**src/rtl/axi_ddr3_tester.sv**
```systemverilog
// axi_ddr3_tester: AXI4 burst initiator used as a built-in memory test.
// Writes a seeded pattern over NUM_BURSTS INCR bursts of BURST_LEN beats,
// reads the region back, and counts every mismatching beat or bad response.
// Ports:
//   clock, arst_n               clock and asynchronous active-low reset
//   start_i, seed_i             start a pass; seed sampled on acceptance
//   busy_o, done_o, pass_o      status (done/pass sticky until next start)
//   err_count_o                 saturating error count
//   axi_aw*/axi_w*/axi_b*       AXI write channels (master side)
//   axi_ar*/axi_r*              AXI read channels (master side)
module axi_ddr3_tester #(
   parameter int unsigned                ADDRS        = 29,
   parameter int unsigned                DATA_BITS    = 32,
   parameter int unsigned                STRB_BITS    = 4,
   parameter int unsigned                AXI_ID_WIDTH = 4,
   parameter logic [AXI_ID_WIDTH-1:0]    ID_VALUE     = 4'h5,
   parameter int unsigned                BURST_LEN    = 16,
   parameter int unsigned                NUM_BURSTS   = 64,
   parameter logic [ADDRS-1:0]           BASE_ADDR    = '0
) (
   input  logic                    clock,
   input  logic                    arst_n,
   input  logic                    start_i,
   input  logic [31:0]             seed_i,
   output logic                    busy_o,
   output logic                    done_o,
   output logic                    pass_o,
   output logic [15:0]             err_count_o,
   // AW channel
   output logic                    axi_awvalid_o,
   input  logic                    axi_awready_i,
   output logic [ADDRS-1:0]        axi_awaddr_o,
   output logic [AXI_ID_WIDTH-1:0] axi_awid_o,
   output logic [7:0]              axi_awlen_o,
   output logic [1:0]              axi_awburst_o,
   // W channel
   output logic                    axi_wvalid_o,
   input  logic                    axi_wready_i,
   output logic                    axi_wlast_o,
   output logic [STRB_BITS-1:0]    axi_wstrb_o,
   output logic [DATA_BITS-1:0]    axi_wdata_o,
   // B channel
   input  logic                    axi_bvalid_i,
   output logic                    axi_bready_o,
   input  logic [1:0]              axi_bresp_i,
   input  logic [AXI_ID_WIDTH-1:0] axi_bid_i,
   // AR channel
   output logic                    axi_arvalid_o,
   input  logic                    axi_arready_i,
   output logic [ADDRS-1:0]        axi_araddr_o,
   output logic [AXI_ID_WIDTH-1:0] axi_arid_o,
   output logic [7:0]              axi_arlen_o,
   output logic [1:0]              axi_arburst_o,
   // R channel
   input  logic                    axi_rvalid_i,
   output logic                    axi_rready_o,
   input  logic                    axi_rlast_i,
   input  logic [1:0]              axi_rresp_i,
   input  logic [AXI_ID_WIDTH-1:0] axi_rid_i,
   input  logic [DATA_BITS-1:0]    axi_rdata_i
);

   localparam int unsigned BEAT_W  = (BURST_LEN > 1) ? $clog2(BURST_LEN) : 1;
   localparam int unsigned BURST_W = (NUM_BURSTS > 1) ? $clog2(NUM_BURSTS) : 1;
   localparam int unsigned K_W     = 32;

   localparam logic [ADDRS-1:0]   ADDR_STEP  = ADDRS'(BURST_LEN * STRB_BITS);
   localparam logic [BEAT_W-1:0]  LAST_BEAT  = BEAT_W'(BURST_LEN - 1);
   localparam logic [BURST_W-1:0] LAST_BURST = BURST_W'(NUM_BURSTS - 1);

   typedef enum logic [2:0] {
      IDLE, WR_ADDR, WR_DATA, WR_RESP, RD_ADDR, RD_DATA, DONE
   } state_t;

   // Pattern for global beat k: upper half is the complement of the lower half
   function automatic logic [DATA_BITS-1:0] pattern(input logic [K_W-1:0] k,
                                                    input logic [DATA_BITS-1:0] seed);
      return {~k[15:0], k[15:0]} ^ seed;
   endfunction

   // Add up to 4 errors, clamping at all-ones
   function automatic logic [15:0] sat_add(input logic [15:0] a, input logic [2:0] b);
      logic [16:0] s;
      s = {1'b0, a} + 17'(b);
      return s[16] ? 16'hFFFF : s[15:0];
   endfunction

   state_t                 state_q,   state_d;
   logic [DATA_BITS-1:0]   seed_q,    seed_d;
   logic [ADDRS-1:0]       addr_q,    addr_d;
   logic [BEAT_W-1:0]      beat_q,    beat_d;
   logic [BURST_W-1:0]     burst_q,   burst_d;
   logic [K_W-1:0]         k_q,       k_d;
   logic [15:0]            err_q,     err_d;
   logic                   busy_q,    busy_d;
   logic                   done_q,    done_d;
   logic                   pass_q,    pass_d;
   logic                   awvalid_q, awvalid_d;
   logic                   wvalid_q,  wvalid_d;
   logic                   wlast_q,   wlast_d;
   logic [DATA_BITS-1:0]   wdata_q,   wdata_d;
   logic                   bready_q,  bready_d;
   logic                   arvalid_q, arvalid_d;
   logic                   rready_q,  rready_d;

   logic [DATA_BITS-1:0]   rd_exp;
   logic [2:0]             rd_errs;
   logic [15:0]            err_next;

   // Next-state and next-output logic
   always_comb begin
      state_d   = state_q;
      seed_d    = seed_q;
      addr_d    = addr_q;
      beat_d    = beat_q;
      burst_d   = burst_q;
      k_d       = k_q;
      err_d     = err_q;
      busy_d    = busy_q;
      done_d    = done_q;
      pass_d    = pass_q;
      awvalid_d = awvalid_q;
      wvalid_d  = wvalid_q;
      wlast_d   = wlast_q;
      wdata_d   = wdata_q;
      bready_d  = bready_q;
      arvalid_d = arvalid_q;
      rready_d  = rready_q;

      // Each failing condition on a read beat costs one error
      rd_exp   = pattern(k_q, seed_q);
      rd_errs  = 3'(axi_rdata_i != rd_exp)
               + 3'(axi_rresp_i != 2'b00)
               + 3'(axi_rid_i != ID_VALUE)
               + 3'(axi_rlast_i != (beat_q == LAST_BEAT));
      err_next = sat_add(err_q, rd_errs);

      case (state_q)
         IDLE, DONE: begin
            if (start_i) begin
               seed_d    = seed_i;
               err_d     = '0;
               done_d    = 1'b0;
               pass_d    = 1'b0;
               busy_d    = 1'b1;
               addr_d    = BASE_ADDR;
               k_d       = '0;
               beat_d    = '0;
               burst_d   = '0;
               awvalid_d = 1'b1;
               state_d   = WR_ADDR;
            end
         end
         WR_ADDR: begin
            if (axi_awready_i) begin
               awvalid_d = 1'b0;
               wvalid_d  = 1'b1;
               wdata_d   = pattern(k_q, seed_q);
               wlast_d   = (LAST_BEAT == '0);
               state_d   = WR_DATA;
            end
         end
         WR_DATA: begin
            if (axi_wready_i) begin
               k_d = k_q + K_W'(1);
               if (beat_q == LAST_BEAT) begin
                  beat_d   = '0;
                  wvalid_d = 1'b0;
                  wlast_d  = 1'b0;
                  bready_d = 1'b1;
                  state_d  = WR_RESP;
               end else begin
                  beat_d  = beat_q + BEAT_W'(1);
                  wdata_d = pattern(k_q + K_W'(1), seed_q);
                  wlast_d = ((beat_q + BEAT_W'(1)) == LAST_BEAT);
               end
            end
         end
         WR_RESP: begin
            if (axi_bvalid_i) begin
               bready_d = 1'b0;
               if ((axi_bresp_i != 2'b00) || (axi_bid_i != ID_VALUE))
                  err_d = sat_add(err_q, 3'd1);
               if (burst_q == LAST_BURST) begin
                  // Write phase complete: rewind for the read-back
                  burst_d   = '0;
                  k_d       = '0;
                  addr_d    = BASE_ADDR;
                  arvalid_d = 1'b1;
                  state_d   = RD_ADDR;
               end else begin
                  burst_d   = burst_q + BURST_W'(1);
                  addr_d    = addr_q + ADDR_STEP;
                  awvalid_d = 1'b1;
                  state_d   = WR_ADDR;
               end
            end
         end
         RD_ADDR: begin
            if (axi_arready_i) begin
               arvalid_d = 1'b0;
               rready_d  = 1'b1;
               state_d   = RD_DATA;
            end
         end
         RD_DATA: begin
            if (axi_rvalid_i) begin
               err_d = err_next;
               k_d   = k_q + K_W'(1);
               // Burst ends on the beat count alone; rlast only feeds the error check
               if (beat_q == LAST_BEAT) begin
                  beat_d   = '0;
                  rready_d = 1'b0;
                  if (burst_q == LAST_BURST) begin
                     busy_d  = 1'b0;
                     done_d  = 1'b1;
                     pass_d  = (err_next == '0);
                     state_d = DONE;
                  end else begin
                     burst_d   = burst_q + BURST_W'(1);
                     addr_d    = addr_q + ADDR_STEP;
                     arvalid_d = 1'b1;
                     state_d   = RD_ADDR;
                  end
               end else begin
                  beat_d = beat_q + BEAT_W'(1);
               end
            end
         end
         default: state_d = IDLE;
      endcase
   end

   // State and output registers
   always_ff @(posedge clock or negedge arst_n) begin
      if (!arst_n) begin
         state_q   <= IDLE;
         seed_q    <= '0;
         addr_q    <= '0;
         beat_q    <= '0;
         burst_q   <= '0;
         k_q       <= '0;
         err_q     <= '0;
         busy_q    <= 1'b0;
         done_q    <= 1'b0;
         pass_q    <= 1'b0;
         awvalid_q <= 1'b0;
         wvalid_q  <= 1'b0;
         wlast_q   <= 1'b0;
         wdata_q   <= '0;
         bready_q  <= 1'b0;
         arvalid_q <= 1'b0;
         rready_q  <= 1'b0;
      end else begin
         state_q   <= state_d;
         seed_q    <= seed_d;
         addr_q    <= addr_d;
         beat_q    <= beat_d;
         burst_q   <= burst_d;
         k_q       <= k_d;
         err_q     <= err_d;
         busy_q    <= busy_d;
         done_q    <= done_d;
         pass_q    <= pass_d;
         awvalid_q <= awvalid_d;
         wvalid_q  <= wvalid_d;
         wlast_q   <= wlast_d;
         wdata_q   <= wdata_d;
         bready_q  <= bready_d;
         arvalid_q <= arvalid_d;
         rready_q  <= rready_d;
      end
   end

   assign busy_o        = busy_q;
   assign done_o        = done_q;
   assign pass_o        = pass_q;
   assign err_count_o   = err_q;

   assign axi_awvalid_o = awvalid_q;
   assign axi_awaddr_o  = addr_q;
   assign axi_awid_o    = ID_VALUE;
   assign axi_awlen_o   = 8'(BURST_LEN - 1);
   assign axi_awburst_o = 2'b01;

   assign axi_wvalid_o  = wvalid_q;
   assign axi_wlast_o   = wlast_q;
   assign axi_wstrb_o   = '1;
   assign axi_wdata_o   = wdata_q;

   assign axi_bready_o  = bready_q;

   assign axi_arvalid_o = arvalid_q;
   assign axi_araddr_o  = addr_q;
   assign axi_arid_o    = ID_VALUE;
   assign axi_arlen_o   = 8'(BURST_LEN - 1);
   assign axi_arburst_o = 2'b01;

   assign axi_rready_o  = rready_q;

endmodule

```
**config.mk**
```make
export PLATFORM = sky130hd
export DESIGN_NAME = axi_ddr3_tester
export DESIGN_NICKNAME = d
export VERILOG_FILES = /design/src/rtl/axi_ddr3_tester.sv
export SDC_FILE = /design/constraint.sdc
export NUM_CORES = 1
export LEC_CHECK = 0
export BUFFER_PORTS_ARGS = -buffer_cell sky130_fd_sc_hd__buf_4
export CORE_ASPECT_RATIO = 0.7
export CORE_MARGIN = 1
export CORE_UTILIZATION = 49
export DETAILED_ROUTE_END_ITERATION = 8
export GPL_TIMING_DRIVEN = 0
export PLACE_DENSITY = 0.79
export SETUP_SLACK_MARGIN = 0.2
export SLEW_MARGIN = 20
export SYNTH_ARGS = -nofsm -noshare
export SYNTH_HDL_FRONTEND = slang
export SYNTH_SLANG_ARGS = --single-unit
```
**constraint.sdc**
```tcl
create_clock -name clock -period 4 [get_ports clock]
set_clock_uncertainty 0.1 [all_clocks]
set_input_delay 0.6 -clock clock [delete_from_list [all_inputs] [get_ports clock]]
set_output_delay 0.6 -clock clock [all_outputs]
set_load 0.01 [all_outputs]
```
==> metrics.csv, run 1 <==
stage,metric,value,unit
status,outcome,"finished, violations left",
status,failing checks,setup timing,
grt,pin count of the biggest net entering global routing,78,
grt,first-pass GRT wire length,42.0,mm
synthesis,Yosys cell types,68,
timing,measured slew at the worst slew-check pin,1.05,ns
routing,Remaining DRCs,0,
synthesis,Syn Area/Cell,9.17,µm²
cells_and_area,fillers,1435,
placed_design,dpl cells,1456,
setup_path,slowest stage cell on the critical path,fa_1,
synthesis,mapped cell area,9080,µm²
hold_path,min-delay worst type,primary input to async pin,
timing,Worst slew margin,29.8,%
power_and_ir_drop,clock network power share,22.8,%
setup_path,Setup Crit Path Kind,flip-flop to flip-flop,
placed_design,global placer's final weighted congestion,0.952,
timing,Final Hold Viols,0,
grt,antenna violations before repair,0,
cts,Hold Buf Count CTS,0,
routing,vias,8474,
power_and_ir_drop,Comb pwr share,45.9,%
synthesis,ys async rst share,100,%
cts,clock insertion delay at the later pin of the skew report,0.43,ns
power_and_ir_drop,Sw Ratio,40.6,%
floorplanning,die area,19100,µm²
synthesis,Synth Flop Type,dfrtp_1,
floorplanning,Die Width,165,µm
synthesis,Post-synth EDFFs,0,
timing,setup_tns,-1.26,ns
grt,Total GRT Usage,29.1,%
timing,Achievable Freq,0.237,GHz
cts,Max clock buf depth,2,
power_and_ir_drop,P_leak,5.67,nW
cts,clock sinks,141,
cts,H-tree levels,4,
placed_design,number of I/O port buffers,187,
cts,Root Buffer,clkbuf_16,
synthesis,Mapped Cells,990,
setup_path,critical path's largest stage delay,0.47,ns
timing,Final Max Slew Viols,0,
floorplanning,I/O pin total,232,
timing,"Setup violations, final",15,
cells_and_area,Ant. Diodes,0,
routing,initial DRC count,836,
cells_and_area,"most common cell after layout, fill and taps aside",buf_4,
timing,fin crit share,105,%
grt,vias in the first global route,7606,
cells_and_area,fraction of final layout cells sized beyond drive strength 1,36.3,%
cts,TritonCTS Buffers,17,
power_and_ir_drop,Max VDD drop,481,µV
timing,final setup margin,-0.220,ns
routing,Final ANT Viol Nets,0,
setup_path,CP Cell Sequence,xor2_2 > xor2_1 > nand4_1 > nor4_2 > nand4_1 > nor3_4 > fa_1 > fa_2 > inv_2 > fa_2 > nand3_4 > nor3_4 > mux2i_2 > nor2_1 > o21a_1 > o32a_1,
cells_and_area,Finished Layout Cells,1513,
timing,min Tclk post-route,4.22,ns
floorplanning,DIE HEIGHT,116,µm
floorplanning,initial core utilization,50.3,%
setup_path,worst path arrival time,4.43,ns
setup_path,crit-path max FO,5,
synthesis,"Seq/Total Area, Yosys",38.8,%
placed_design,pre-CTS WS,-0.640,ns
cts,"Clk pin slew, worst setup/hold paths",0.07,ns
floorplanning,# rows,41,
routing,drt via density,5.60,
timing,RSZ-0062 raised after global routing,true,
routing,final wirelength,27.8,mm
cells_and_area,# nets final,1359,
synthesis,YS warnings,0,
routing,drt wl/cell,18.4,µm
power_and_ir_drop,switching power,2.98,mW
cells_and_area,area delta synth->final,35.9,%
power_and_ir_drop,Pint,4.36,mW
power_and_ir_drop,sequential share of power,31.3,%
routing,TritonRoute pass-1 iters,5,
grt,GRT Residual Overflow,0,
synthesis,post-synthesis register bit count,141,
cells_and_area,most frequent cells in the layout,"274 x buf_4, 132 x dfrtp_1, 91 x nand2_1",
power_and_ir_drop,P per Cell Area,594,nW/µm²
setup_path,Worst setup EP type,flip-flop,
run,Max-Cap Viols,0,
power_and_ir_drop,"Power, Total",7.34,mW
cts,TritonCTS clock tree,yes,
setup_path,CP startpoint kind,flip-flop,
setup_path,CP Data Required Time,4.21,ns
floorplanning,Core Area,18100,µm²
placed_design,HPWL Detailed,20.0,mm
[per-stage QoR]
step | area (µm²) | hold WS [ns] | util [%]
finish | 12300 | 0.0368 | 68.4
global route | 12300 | 0.0837 | 68.4
CTS | 12100 | 0.0708 | 67.0
detailed placement | 11100 | 0.378 | 61.3
global placement | 11000 | 0.367 | 61.1
floorplan | 9340 | 0.204 | -
[timing repair]
item	in CTS	in global routing
gates resized for setup	64	35
pin swaps	33	18
endpoints found under the setup margin	17	17
endpoints found under the hold margin	0	0
setup buffers	18	7
[worst max-delay path: cells and delay by family (launching register included)]
kind / cells / cell delay (ns)
AO/OA/AOI/OAI: 2 / 0.38
XOR/XNOR: 2 / 0.47
adder cells (fa/ha/maj): 3 / 1.07
buffers and inverters: 1 / 0.06
flip-flops: 1 / 0.46
multiplexers: 1 / 0.28
AND/OR/NAND/NOR: 7 / 1.26
[cell usage after synthesis, drive strengths merged, types with 10 or more instances]
cell type / number / area [µm²]
nor2: 61 / 236
buf: 91 / 644
nor2b: 14 / 87.6
dfrtp: 141 / 3530
mux2: 35 / 507
or3: 10 / 62.6
clkbuf: 26 / 97.6
o21ai: 95 / 479
inv: 20 / 75.1
nand2: 95 / 359
xnor2: 57 / 499
nor3: 28 / 166
nor4: 15 / 109
nand3: 39 / 200
a21oi: 40 / 200
nand4: 27 / 175
a31oi: 14 / 93.8
o31ai: 15 / 113
xor2: 68 / 596
and3: 12 / 75.1
[per-layer routing]
metal | global-route usage, % | vias to the layer above | routed length, µm
met1 | 43.5 | 4082 | 12500
met4 | 6.42 | 0 | 407
met5 | 0 | - | 0
met3 | 6.44 | 37 | 2760
li1 | - | 3903 | -
met2 | 43.1 | 452 | 12200
[state kept, by name (all words and copies together) (netlist names), 3 cells and up]
register      count
axi_araddr_o     23
burst_q           6
seed_q           32
k_q              16
err_count_o      16
axi_wdata_o      32
beat_q            4
state_q           3
[cell type report]
| cell class | count | area, µm² | share of cell area [%] |
|---|---|---|---|
| Timing Repair Buffer | 213 | 1650 | 13.4 |
| Tap cell | 236 | 295 | 2.39 |
| Buffer | 117 | 768 | 6.22 |
| Clock buffer | 18 | 439 | 3.56 |
| Clock inverter | 14 | 174 | 1.41 |
| Sequential cell | 141 | 3540 | 28.7 |
| Inverter | 20 | 75.1 | 0.608 |
| Multi-Input combinational cell | 754 | 5410 | 43.8 |
[cell families after synthesis]
logic type / synth area share [%]
mux: 6.27
other cells: 0.0827
xor+xnor: 12.1
compound gates: 13.6
flops: 38.8
fa+ha+maj: 1.63
buf+inv: 9.00
simple gates: 18.6
[final timing paths]
| check | from | end | slack [ns] | depth (start not counted) |
|---|---|---|---|---|
| worst min register to register | burst_q[1]$_DFFE_PN0P_ | burst_q[1]$_DFFE_PN0P_ | 0.39 | 2 |
| worst max register to register | k_q[12]$_DFFE_PN0P_ | err_count_o[12]$_DFFE_PN0P_ | -0.22 | 16 |
| worst max-delay path | k_q[12]$_DFFE_PN0P_ | err_count_o[12]$_DFFE_PN0P_ | -0.22 | 16 |
| max in group asynchronous | arst_n | seed_q[28]$_DFFE_PN0P_ | 2.98 | 2 |
| worst min-delay path | arst_n | axi_wdata_o[14]$_DFFE_PN0P_ | 0.04 | 1 |
| min in group clock | seed_i[2] | seed_q[2]$_DFFE_PN0P_ | 0.29 | 2 |
[power groups by stage]
| stage | clock (mW) | sequential [mW] | combinational (mW) |
|---|---|---|---|
| global route | 1.75 | 2.34 | 3.63 |
| global placement | 0 | 2.23 | 3.01 |
| floorplan | 0 | 2.21 | 2.00 |
| finish | 1.68 | 2.29 | 3.37 |
| CTS | 1.68 | 2.26 | 3.24 |
| detailed placement | 0 | 2.25 | 3.09 |
(Power assumes the default switching activity.)
==> inputs of run 2 (changes only) <==
--- a/config.mk
+++ b/config.mk
@@ -12,7 +12,7 @@
 export DETAILED_ROUTE_END_ITERATION = 8
 export GPL_TIMING_DRIVEN = 0
 export PLACE_DENSITY = 0.79
-export SETUP_SLACK_MARGIN = 0.2
+export SETUP_SLACK_MARGIN = 0.05
 export SLEW_MARGIN = 20
 export SYNTH_ARGS = -nofsm -noshare
 export SYNTH_HDL_FRONTEND = slang
==> metrics.csv, run 2 (synthesized netlist as in run 1, its figures left out) <==
stage,metric,value,unit,change
power_and_ir_drop,"Power, Total",7.23,mW,-1.5%
floorplanning,I/O pin total,232,,unchanged
power_and_ir_drop,P_leak,5.65,nW,-0.27%
timing,min Tclk post-route,4.28,ns,+0.0597 ns
routing,Remaining DRCs,0,,unchanged
cts,TritonCTS Buffers,17,,unchanged
routing,initial DRC count,710,,-15%
placed_design,dpl cells,1456,,unchanged
timing,Final Max Slew Viols,0,,unchanged
grt,Total GRT Usage,28.8,%,-0.34 points
timing,Final Hold Viols,0,,unchanged
cells_and_area,area delta synth->final,34.7,%,
cts,clock insertion delay at the later pin of the skew report,0.43,ns,about the same
routing,Final ANT Viol Nets,0,,unchanged
cells_and_area,Final Util,67.7,%,-0.63 points
placed_design,HPWL Detailed,19.6,mm,-1.6%
cells_and_area,"most common cell after layout, fill and taps aside",buf_4,,
routing,drt via density,5.67,,+1.2%
cells_and_area,fillers,1426,,-0.63%
timing,setup_tns,-2.00,ns,-0.741 ns
cts,"Clk pin slew, worst setup/hold paths",0.07,ns,about the same
setup_path,Setup Crit Path Kind,flip-flop to flip-flop,,
cts,Max clock buf depth,2,,unchanged
floorplanning,initial core utilization,50.3,%,unchanged
power_and_ir_drop,P per Cell Area,591,nW/µm²,-0.59%
timing,measured slew at the worst slew-check pin,1.03,ns,-0.0258 ns
cells_and_area,most frequent cells in the layout,"277 x buf_4, 137 x dfrtp_1, 91 x nand2_1",,
placed_design,number of I/O port buffers,187,,unchanged
timing,Worst slew margin,31.4,%,+1.7 points
routing,drt wl/cell,18.2,µm,-0.91%
grt,antenna violations before repair,0,,unchanged
timing,final setup margin,-0.280,ns,-0.0597 ns
cells_and_area,fraction of final layout cells sized beyond drive strength 1,35.1,%,-1.2 points
grt,vias in the first global route,7605,,-0.013%
routing,TritonRoute pass-1 iters,6,,+1
floorplanning,Die Width,165,µm,unchanged
setup_path,worst path arrival time,4.49,ns,+0.06 ns
grt,pin count of the biggest net entering global routing,91,,+17%
floorplanning,DIE HEIGHT,116,µm,unchanged
hold_path,min-delay worst type,primary input to flip-flop,,
setup_path,Worst setup EP type,flip-flop,,
setup_path,CP Data Required Time,4.21,ns,about the same
setup_path,CP startpoint kind,flip-flop,,
cts,TritonCTS clock tree,yes,,
routing,final wirelength,27.6,mm,-0.78%
placed_design,global placer's final weighted congestion,0.922,,-3.1%
routing,vias,8588,,+1.3%
cells_and_area,# nets final,1361,,+0.15%
floorplanning,Core Area,18100,µm²,unchanged
run,Max-Cap Viols,0,,unchanged
cts,H-tree levels,4,,unchanged
cells_and_area,Ant. Diodes,0,,unchanged
floorplanning,die area,19100,µm²,unchanged
grt,first-pass GRT wire length,41.6,mm,-1.1%
power_and_ir_drop,Max VDD drop,456,µV,-5.2%
cts,clock sinks,141,,unchanged
timing,fin crit share,107,%,+1.5 points
timing,"Setup violations, final",16,,+1
cts,Root Buffer,clkbuf_16,,
timing,RSZ-0062 raised after global routing,true,,
setup_path,crit-path max FO,3,,-2
grt,GRT Residual Overflow,0,,unchanged
floorplanning,# rows,41,,unchanged
status,failing checks,setup timing,,
cells_and_area,Finished Layout Cells,1515,,+0.13%
timing,Achievable Freq,0.234,GHz,-1.4%
status,outcome,"finished, violations left",,
run 2: critical path: stages (launching register included):
cell and delay, ns:
dfrtp_1 0.37, clkbuf_8 0.14, xor2_2 0.20, xor2_1 0.20, nand4_1 0.13, nor4_2 0.30, nand4_1 0.23, nor3_4 0.26
fa_1 0.48, fa_2 0.36, inv_2 0.06, fa_2 0.25, nand3_4 0.13, nor3_4 0.24, mux2i_2 0.28, nor2_1 0.08
o21a_1 0.21, o32a_1 0.16
run 2: cell type report:
cell class / count / area, µm² / area share [%]
Buffer: 117 / 764 / 6.25
Clock buffer: 17 / 425 / 3.48
Clock inverter: 15 / 156 / 1.28
Inverter: 20 / 75.1 / 0.614
Multi-Input combinational cell: 754 / 5320 / 43.5
Sequential cell: 141 / 3530 / 28.9
Tap cell: 236 / 295 / 2.41
Timing Repair Buffer: 215 / 1660 / 13.6
run 2: repair_timing:
action	CTS	global route
hold buffers	1	0
endpoints found under the setup margin	17	17
hold endpoints to repair	51	0
buffers inserted	18	8
resized for setup	65	20
pin swaps	43	18
run 2: power breakdown:
group	switching (mW)	total, mW	internal (mW)
registers	0.439	2.28	1.84
clock network	0.708	1.58	0.877
logic	1.78	3.36	1.58
total	2.93	7.23	4.30
run 2: final timing paths:
kind,from,to,slack (ns),cells after the start
min in group asynchronous,arst_n,axi_wdata_o[17]$_DFFE_PN0P_,0.56,2
max in group asynchronous,arst_n,k_q[9]$_DFFE_PN0P_,2.41,3
worst min-delay path,seed_i[3],seed_q[3]$_DFFE_PN0P_,0.30,2
worst min register to register,axi_wdata_o[4]$_DFFE_PN0P_,axi_wdata_o[4]$_DFFE_PN0P_,0.39,2
worst max register to register,k_q[5]$_DFFE_PN0P_,err_count_o[12]$_DFFE_PN0P_,-0.28,17
worst max-delay path,k_q[5]$_DFFE_PN0P_,err_count_o[12]$_DFFE_PN0P_,-0.28,17
run 2: metrics by stage:
stage | area [µm²] | setup slack, ns | hold slack, ns
finish | 12200 | -0.280 | 0.297
global route | 12200 | -0.453 | 0.282
CTS | 12000 | -0.203 | 0.289
detailed placement | 11000 | -0.897 | 0.374
global placement | 11000 | -0.875 | 0.368
floorplan | 9300 | 0.0875 | 0.204
run 2: per-layer routing:
| metal | routed length (µm) | vias to the layer above | track usage [%] |
|---|---|---|---|
| met3 | 2790 | 42 | 7.34 |
| met4 | 386 | 0 | 7.09 |
| met1 | 12400 | 4137 | 42.8 |
| met5 | 0 | - | 0 |
| met2 | 12000 | 480 | 41.7 |
| li1 | - | 3929 | - |
